`config.mk`:
```
export PLATFORM = sky130hd
export DESIGN_NAME = multi_timer
export DESIGN_NICKNAME = d
export VERILOG_FILES = /design/src/rtl/timer_pkg.sv /design/src/rtl/timer_channel.sv /design/src/rtl/multi_timer.sv
export SDC_FILE = /design/constraint.sdc
export NUM_CORES = 1
export LEC_CHECK = 0
export ABC_CLOCK_PERIOD_IN_PS = 4300
export BUFFER_PORTS_ARGS = -buffer_cell sky130_fd_sc_hd__buf_2
export CAP_MARGIN = 40
export CORE_MARGIN = 3
export CORE_UTILIZATION = 45
export CTS_CLUSTER_SIZE = 24
export DETAILED_ROUTE_END_ITERATION = 8
export SYNTH_ARGS = -nofsm -noshare
export SYNTH_HDL_FRONTEND = slang
export SYNTH_HIERARCHICAL = 1
export SYNTH_SLANG_ARGS = --single-unit
```
`constraint.sdc`:
```
create_clock -name clk -period 4.3 [get_ports clk]
set_input_delay 0.215 -clock clk [delete_from_list [all_inputs] [get_ports clk]]
set_output_delay 0.215 -clock clk [all_outputs]
set_load 0.1 [all_outputs]
```
`src/rtl/timer_pkg.sv`:
```
// Shared definitions for the multi-channel timer: register map, CTRL/STATUS bit
// positions and the TARGET reset value.
package timer_pkg;

  typedef enum logic [1:0] {
    REG_COUNT  = 2'd0,
    REG_TARGET = 2'd1,
    REG_CTRL   = 2'd2,
    REG_STATUS = 2'd3
  } reg_e;

  localparam int CTRL_EN    = 0;
  localparam int CTRL_AR    = 1;
  localparam int CTRL_OS    = 2;
  localparam int CTRL_IE    = 3;
  localparam int CTRL_CASC  = 4;
  localparam int CTRL_PRESC = 8;

  localparam int ST_MATCH = 0;
  localparam int ST_OVF   = 1;

  localparam logic [31:0] TARGET_RST = 32'hFFFF_FFFF;

endpackage

```
`src/rtl/timer_channel.sv`:
```
// One timer channel: prescaler, COUNT/TARGET/CTRL/STATUS, match and W1C logic.
// MULTI_TIMER_CASCADE_EN enables CTRL[4] so channel IDX>0 ticks on casc_in.
module timer_channel
  import timer_pkg::*;
#(
  parameter int WIDE = 32,
  parameter int IDX  = 0
) (
  input  logic        clk,
  input  logic        rst,
  input  logic        wr_en,
  input  logic [1:0]  reg_sel,
  input  logic [31:0] din,
  input  logic        casc_in,
  output logic [31:0] rdata,
  output logic        match_p,
  output logic        flag,
  output logic        irq_req
);

  logic [WIDE-1:0] count_q, count_d, target_q, target_d;
  logic            en_q, en_d, ar_q, ar_d, os_q, os_d, ie_q, ie_d, casc_q, casc_d;
  logic [7:0]      presc_q, presc_d, psc_q, psc_d;
  logic [1:0]      status_q, status_d;
  logic            wr_count, wr_target, wr_ctrl, wr_status;
  logic            stop_wr, own_tick, tick, hit, hold, wrap;
  logic [31:0]     ctrl_rd;
  logic            unused_din;

  assign wr_count  = wr_en && (reg_sel == REG_COUNT);
  assign wr_target = wr_en && (reg_sel == REG_TARGET);
  assign wr_ctrl   = wr_en && (reg_sel == REG_CTRL);
  assign wr_status = wr_en && (reg_sel == REG_STATUS);
  assign unused_din = ^din;

  // A CTRL write clearing en suppresses a tick landing on that same edge.
  assign stop_wr  = wr_ctrl && !din[CTRL_EN];
  assign own_tick = en_q && (psc_q == presc_q);
  assign tick     = en_q && !stop_wr && ((casc_q && (IDX > 0)) ? casc_in : own_tick);
  assign hit      = (count_q == target_q);
  assign match_p  = tick && hit;
  assign hold     = hit && !ar_q && os_q;
  assign wrap     = tick && (&count_q) && !(hit && (ar_q || os_q));

  always_comb begin
    psc_d = psc_q + 8'd1;
    if (!en_q || stop_wr || own_tick) psc_d = 8'd0;

    count_d = count_q;
    if (tick) begin
      if (hit && ar_q) count_d = '0;
      else if (!hold)  count_d = count_q + 1'b1;
    end
    if (wr_count) count_d = din[WIDE-1:0];

    target_d = wr_target ? din[WIDE-1:0] : target_q;

    en_d    = en_q;
    ar_d    = ar_q;
    os_d    = os_q;
    ie_d    = ie_q;
    casc_d  = casc_q;
    presc_d = presc_q;
    if (match_p && hold) en_d = 1'b0;
    if (wr_ctrl) begin
      en_d    = din[CTRL_EN];
      ar_d    = din[CTRL_AR];
      os_d    = din[CTRL_OS];
      ie_d    = din[CTRL_IE];
      presc_d = din[CTRL_PRESC +: 8];
`ifdef MULTI_TIMER_CASCADE_EN
      casc_d  = din[CTRL_CASC];
`else
      casc_d  = 1'b0;
`endif
    end

    // Hardware set wins over a simultaneous W1C.
    status_d = (status_q & ~(wr_status ? din[1:0] : 2'b00)) | {wrap, match_p};
  end

  always_ff @(posedge clk or negedge rst) begin
    if (!rst) begin
      count_q  <= '0;
      target_q <= TARGET_RST[WIDE-1:0];
      en_q     <= 1'b0;
      ar_q     <= 1'b0;
      os_q     <= 1'b0;
      ie_q     <= 1'b0;
      casc_q   <= 1'b0;
      presc_q  <= 8'd0;
      psc_q    <= 8'd0;
      status_q <= 2'b00;
    end else begin
      count_q  <= count_d;
      target_q <= target_d;
      en_q     <= en_d;
      ar_q     <= ar_d;
      os_q     <= os_d;
      ie_q     <= ie_d;
      casc_q   <= casc_d;
      presc_q  <= presc_d;
      psc_q    <= psc_d;
      status_q <= status_d;
    end
  end

  always_comb begin
    ctrl_rd                     = '0;
    ctrl_rd[CTRL_EN]            = en_q;
    ctrl_rd[CTRL_AR]            = ar_q;
    ctrl_rd[CTRL_OS]            = os_q;
    ctrl_rd[CTRL_IE]            = ie_q;
    ctrl_rd[CTRL_CASC]          = casc_q;
    ctrl_rd[CTRL_PRESC +: 8]    = presc_q;
    case (reg_sel)
      REG_COUNT:  rdata = 32'(count_q);
      REG_TARGET: rdata = 32'(target_q);
      REG_CTRL:   rdata = ctrl_rd;
      default:    rdata = 32'(status_q);
    endcase
  end

  assign flag    = status_q[ST_MATCH];
  assign irq_req = status_q[ST_MATCH] && ie_q;

endmodule

```
`src/rtl/multi_timer.sv`:
```
// Memory-mapped multi-channel timer: address decode, read mux and irq OR.
// Define MULTI_TIMER_CASCADE_EN to let channel i>0 tick on channel i-1 matches.
module multi_timer
  import timer_pkg::*;
#(
  parameter int NCH  = 4,
  parameter int WIDE = 32
) (
  input  logic           clk,
  input  logic           rst,
  input  logic           we,
  input  logic [4:0]     addr,
  input  logic [31:0]    din,
  output logic [31:0]    dout,
  output logic [NCH-1:0] flag,
  output logic           irq
);

  logic [2:0]     ch_sel;
  logic [31:0]    rd [NCH];
  logic [NCH-1:0] match_p, casc_in, irq_req;
  logic           unused_match;

  assign ch_sel       = addr[4:2];
  assign unused_match = match_p[NCH-1];

  for (genvar i = 0; i < NCH; i++) begin : g_ch
    logic wr_i;
    assign wr_i = we && (ch_sel == 3'(i));
    if (i == 0) begin : g_first
      assign casc_in[i] = 1'b0;
    end else begin : g_chain
      assign casc_in[i] = match_p[i-1];
    end
    timer_channel #(.WIDE(WIDE), .IDX(i)) u_ch (
      .clk     (clk),
      .rst     (rst),
      .wr_en   (wr_i),
      .reg_sel (addr[1:0]),
      .din     (din),
      .casc_in (casc_in[i]),
      .rdata   (rd[i]),
      .match_p (match_p[i]),
      .flag    (flag[i]),
      .irq_req (irq_req[i])
    );
  end

  // Unpopulated channel slots read as zero.
  always_comb begin
    dout = '0;
    for (int i = 0; i < NCH; i++) begin
      if (ch_sel == 3'(i)) dout = rd[i];
    end
  end

  assign irq = |irq_req;

endmodule

```
==> metrics.cfg, run 1 <==
[placement]
hpwl_mm=56.08
postPlaceCellArea_um2=23560
gp_congestion=0.9569
io_buffers=76

[timing]
slew_viol_final=0
rsz0062_at_grt=false
fin_crit_ps=3415
tightest_slew_ps=929.3
fin_crit_sh_pct=79.43
fmax_mhz=292.8
setup_viol=0
skew_ps=19.50
hold_viol=0
fin_tns_setup_ps=0
relSlewSlack_pct=38.05

[floorplanning]
die_x_um=231.5
start_util_pct=45.63
die_area_um2=53610
rows=82
num_io_pins=77
die_h_um=231.5
design.core.area_um2=50170

[cts]
ctsHoldBuffers=1
root_buffer=clkbuf_16
htree_levels=2
clk_pin_slew_worst_paths_ps=60
cts_tree=built
clock-sinks=344
clockBufferDepth=3
post_cts.repair.setup_buffers=0
cts_made_buffers=41
clk_latency_ps=570
cts-resized-gates=0

[synth]
syn_inst=2354
postSynthAreaPerCell_um2=9.725
syn_nets=2402
syn-cell-area_um2=22890
yosysWarnings=6

[route]
drc=0
routed_via_density=6.407
drt_first_pass_iters=6
vias=19500
finalWirelength_mm=80.48
ant_nets=0
post_drt_wl_per_cell_um=26.44
drtIter0Drc=1971

[critical_path]
reg2reg_to=g_ch[3].u_ch/count_q[17]
worstPathRequired_ps=4740
cp_max_fo=11
path_class=register to register
start_kind=register
r2r_start=g_ch[3].u_ch/count_q[23]
crit_path_end_kind=register
cp_data_arrival_time_ps=3860
endpoint=g_ch[3].u_ch/count_q[17]
reg2reg_depth=7
regToRegSetupSlack_ps=880
crit_path_start=g_ch[3].u_ch/count_q[23]

[power]
ir_drop_mv=0.2470
p_leak_nw=10.55
power_density_nw_per_um2=483.7

[job]
maxCapViolCount=0

[global_route]
grt_start_max_net_pins=93
grt_remaining_overflow=0
grt.total_usage_pct=29.79
grt_pass1_vias=19110
grt_first_pass_wirelength_mm=121.8
antenna_found_initial=6

[final_layout]
regArea_um2=8768
fillCellCount=4616
finish.instance_area_um2=24920
fin_nets=2389
synthToLayoutAreaGrowth_pct=8.849
multiInputGateArea_um2=13040
layout-drive-gt1-share_pct=24.88
final_cell_mix=nand2_1 (234), dfrtp_1 (216), nor2_1 (204)
post-route-util_pct=49.67
layout.cells.most_common=nand2_1

[hold_path]
hold_path.class=input port to register

[run_status]
status=completed

[worst max-delay path: stages, from the launching register on]
cell and delay [ps]:
dfrtp_1 480, xor2_1 210, nor4_1 670, nand4_2 390
o31ai_4 620, nand2b_1 620, o221ai_2 180, o21a_1 130
[sequential cells by signal (all words and copies together) (netlist names)]
register,cells
g_ch.u_ch/count_q,128
g_ch.u_ch/status_q,8
g_ch.u_ch/os_q,4
g_ch.u_ch/ar_q,4
g_ch.u_ch/en_q,4
g_ch.u_ch/ie_q,4
g_ch.u_ch/psc_q,32
g_ch.u_ch/presc_q,32
g_ch.u_ch/target_q,128
[layer usage]
metal  up-vias  global-route usage (%)  wire length (um)
li1       8578                       -                 -
met1      9800                   40.61             34010
met2       903                   45.96             35970
met3       221                   5.064              6133
met4         2                   14.58              4359
met5         -                       0                13
[how the worst min path moves through the flow]
| stage | startpoint | endpoint | slack [ps] | cells after the start |
|---|---|---|---|---|
| after floorplan | rst | g_ch[0].u_ch/ar_q | -80 | 0 |
| after global placement | rst | g_ch[0].u_ch/presc_q[4] | 310 | 1 |
| after detailed placement | rst | g_ch[0].u_ch/presc_q[3] | 300 | 1 |
| after CTS | din[31] | g_ch[0].u_ch/count_q[31] | 30 | 3 |
| after global routing | din[31] | g_ch[0].u_ch/count_q[31] | 50 | 3 |
| final | din[31] | g_ch[0].u_ch/count_q[31] | 70 | 3 |
[power breakdown]
group | internal (mW) | switching [mW] | total [mW]
logic | 1.30 | 2.05 | 3.35
registers | 4.09 | 1.06 | 5.14
clock network | 2.12 | 1.44 | 3.56
total | 7.51 | 4.55 | 12.1
[final cells by class]
type	instances	share of cell area (%)
clock inverter	12	0.5423
inverter	30	0.4519
tap	672	3.374
timing repair buffer	124	3.244
sequential	344	35.19
antenna	1	0.01004
clock buffer	61	4.861
multi-input combinational	1800	52.33
[stage by stage]
stage               hold WS [ps]  cells  total power [mW]  setup WS (ps)
floorplan                 -80.59   2354             7.319           1197
global placement           313.8   2968             8.379          939.4
detailed placement         304.9   2969             8.470          781.3
CTS                        28.61   3043             12.06          903.9
global route               50.67   3043             12.61          723.2
finish                     65.03   3044             12.05          884.7
No activity file was read; power rests on OpenSTA's default activity.
==> run 2: changes to the inputs <==
Settings changed: ABC_CLOCK_PERIOD_IN_PS 4300 to 3090.
Clock period 4.3 ns to 3.09 ns, I/O delays scaled along.
==> run 2 against run 1 <==
Effect of this change:
- global-route usage up 1.5 points
- clock skew down 5.8 ps
- power up 44%
- die area unchanged
==> metrics.cfg, run 2 (synthesis gave the netlist of run 1 again) <==
[placement]
io_buffers=76  ; unchanged
gp_congestion=0.9323  ; -2.6%
hpwl_mm=59.80  ; +6.6%

[cts]
htree_levels=2  ; unchanged
clock-sinks=344  ; unchanged
ctsHoldBuffers=9  ; +8
clk_latency_ps=580  ; about the same
cts-resized-gates=0  ; unchanged
clk_pin_slew_worst_paths_ps=60  ; about the same
cts_made_buffers=43  ; +4.9%
cts_tree=built
post_cts.repair.setup_buffers=0  ; unchanged
clockBufferDepth=3  ; unchanged
root_buffer=clkbuf_16

[route]
routed_via_density=6.310  ; -1.5%
drt_first_pass_iters=6  ; unchanged
finalWirelength_mm=84.83  ; +5.4%
vias=19790  ; +1.5%
drc=0  ; unchanged
drtIter0Drc=1934  ; -1.9%
ant_nets=0  ; unchanged
post_drt_wl_per_cell_um=27.05  ; +2.3%

[critical_path]
worst-path-stages=7  ; unchanged
max_stage_delay_ps=650  ; -20 ps
cp_data_arrival_time_ps=3490  ; -370 ps
crit_path_end_kind=register
worstPathRequired_ps=3520  ; -1220 ps
cp_max_fo=9  ; -2
reg2reg_depth=7  ; unchanged
path_delay_family=simple AND/OR/NAND/NOR gates
crit_chain=xor2_1, nor4_1, nand4_2, o31ai_4, nor2_2, a221oi_1, a31oi_1
start_kind=register
crit_buf_inv=0  ; unchanged
cpMaxStageDelayCell=nor4_1
path_class=register to register

[timing]
fin_tns_setup_ps=0  ; unchanged
fmax_mhz=327.0  ; +12%
relSlewSlack_pct=40.95  ; +2.9 points
skew_ps=13.67  ; -5.836 ps
tightest_slew_ps=861.1  ; -68.22 ps
slew_viol_final=0  ; unchanged
fin_crit_ps=3058  ; -357.1 ps
fin_crit_sh_pct=98.97  ; +20 points
setup_viol=0  ; unchanged
rsz0062_at_grt=false
hold_viol=0  ; unchanged

[power]
power_density_nw_per_um2=667.6  ; +38%
ir_drop_mv=0.3956  ; +60%
fin_total_pwr_mw=17.38  ; +44%
p_leak_nw=11.13  ; +5.5%

[final_layout]
layout.cells.most_common=nand2_1
layout-drive-gt1-share_pct=27.52  ; +2.6 points
final_cell_mix=nand2_1 (234), dfrtp_1 (216), nor2_1 (204)
fin_nets=2478  ; +3.7%
antenna_cells=0  ; -1
synthToLayoutAreaGrowth_pct=13.74
reg_top3=g_ch.u_ch/count_q (128), g_ch.u_ch/target_q (128)

[floorplanning]
die_x_um=231.5  ; unchanged
die_h_um=231.5  ; unchanged
num_io_pins=77  ; unchanged
design.core.area_um2=50170  ; unchanged
die_area_um2=53610  ; unchanged
rows=82  ; unchanged
start_util_pct=45.63  ; unchanged

[run_status]
status=completed

[hold_path]
hold_path.class=input port to register
holdPathStages=3  ; unchanged

[global_route]
grt_remaining_overflow=0  ; unchanged
grt_pass1_vias=19480  ; +1.9%
grt.total_usage_pct=31.32  ; +1.5 points
grt_first_pass_wirelength_mm=126.5  ; +3.9%
antenna_found_initial=4  ; -2
grt_start_max_net_pins=76  ; -18%

[job]
maxCapViolCount=0  ; unchanged

run 2: stage by stage:
| step | std cells | setup WS, ps | area, um2 | util, % | hold slack [ps] |
|---|---|---|---|---|---|
| finish | 3136 | 31.81 | 26040 | 51.90 | 31.09 |
| global route | 3136 | 28.91 | 26040 | 51.90 | 28.76 |
| detailed placement | 3048 | 207.2 | 24500 | 48.83 | 215.4 |
| floorplan | 2354 | 68.21 | 22890 | - | -141.1 |
| CTS | 3136 | 196.7 | 26040 | 51.90 | 3.573 |
| global placement | 3046 | 239.2 | 24450 | 48.74 | 209.4 |
run 2: report_power, final:
part           switching, mW  total, mW  leakage, nW  internal (mW)
Sequential              1.31       7.01         4.09           5.69
Clock                   2.09       5.22        0.730           3.12
Combinational           3.12       5.16         6.31           2.04
run 2: metal layers:
| layer | vias up | wire, um | global-route usage (%) |
|---|---|---|---|
| li1 | 8760 | - | - |
| met2 | 884 | 37910 | 48.24 |
| met5 | - | 44 | 0 |
| met4 | 6 | 5177 | 16.94 |
| met1 | 9887 | 34610 | 40.88 |
| met3 | 251 | 7088 | 7.276 |
run 2: tightest hold or removal path, delay by kind of cell:
kind | cells | cell delay [ps]
compound gates | 1 | 90
buf+inv | 1 | 210
simple gates | 1 | 100
run 2: path summary, 6_finish.rpt:
| check | startpoint | endpoint | slack, ps |
|---|---|---|---|
| setup / recovery | g_ch[3].u_ch/count_q[23] | g_ch[3].u_ch/count_q[13] | 30 |
| hold / removal | din[23] | g_ch[2].u_ch/count_q[23] | 30 |
| setup reg to reg | g_ch[3].u_ch/count_q[23] | g_ch[3].u_ch/count_q[13] | 30 |
| hold reg to reg | g_ch[2].u_ch/status_q[1] | g_ch[2].u_ch/status_q[1] | 460 |
| max in group asynchronous | rst | g_ch[3].u_ch/target_q[28] | 1910 |
| min in group asynchronous | rst | g_ch[0].u_ch/count_q[0] | 170 |
run 2: cell type report:
type,instances,area (um2)
inverters,30,112.6
clock buffers,59,1270
fillers,4537,24130
clock inverters,20,181.4
well taps,672,840.8
flip-flops and latches,344,8768
repair buffers,211,1826
multi-input cells,1800,13040
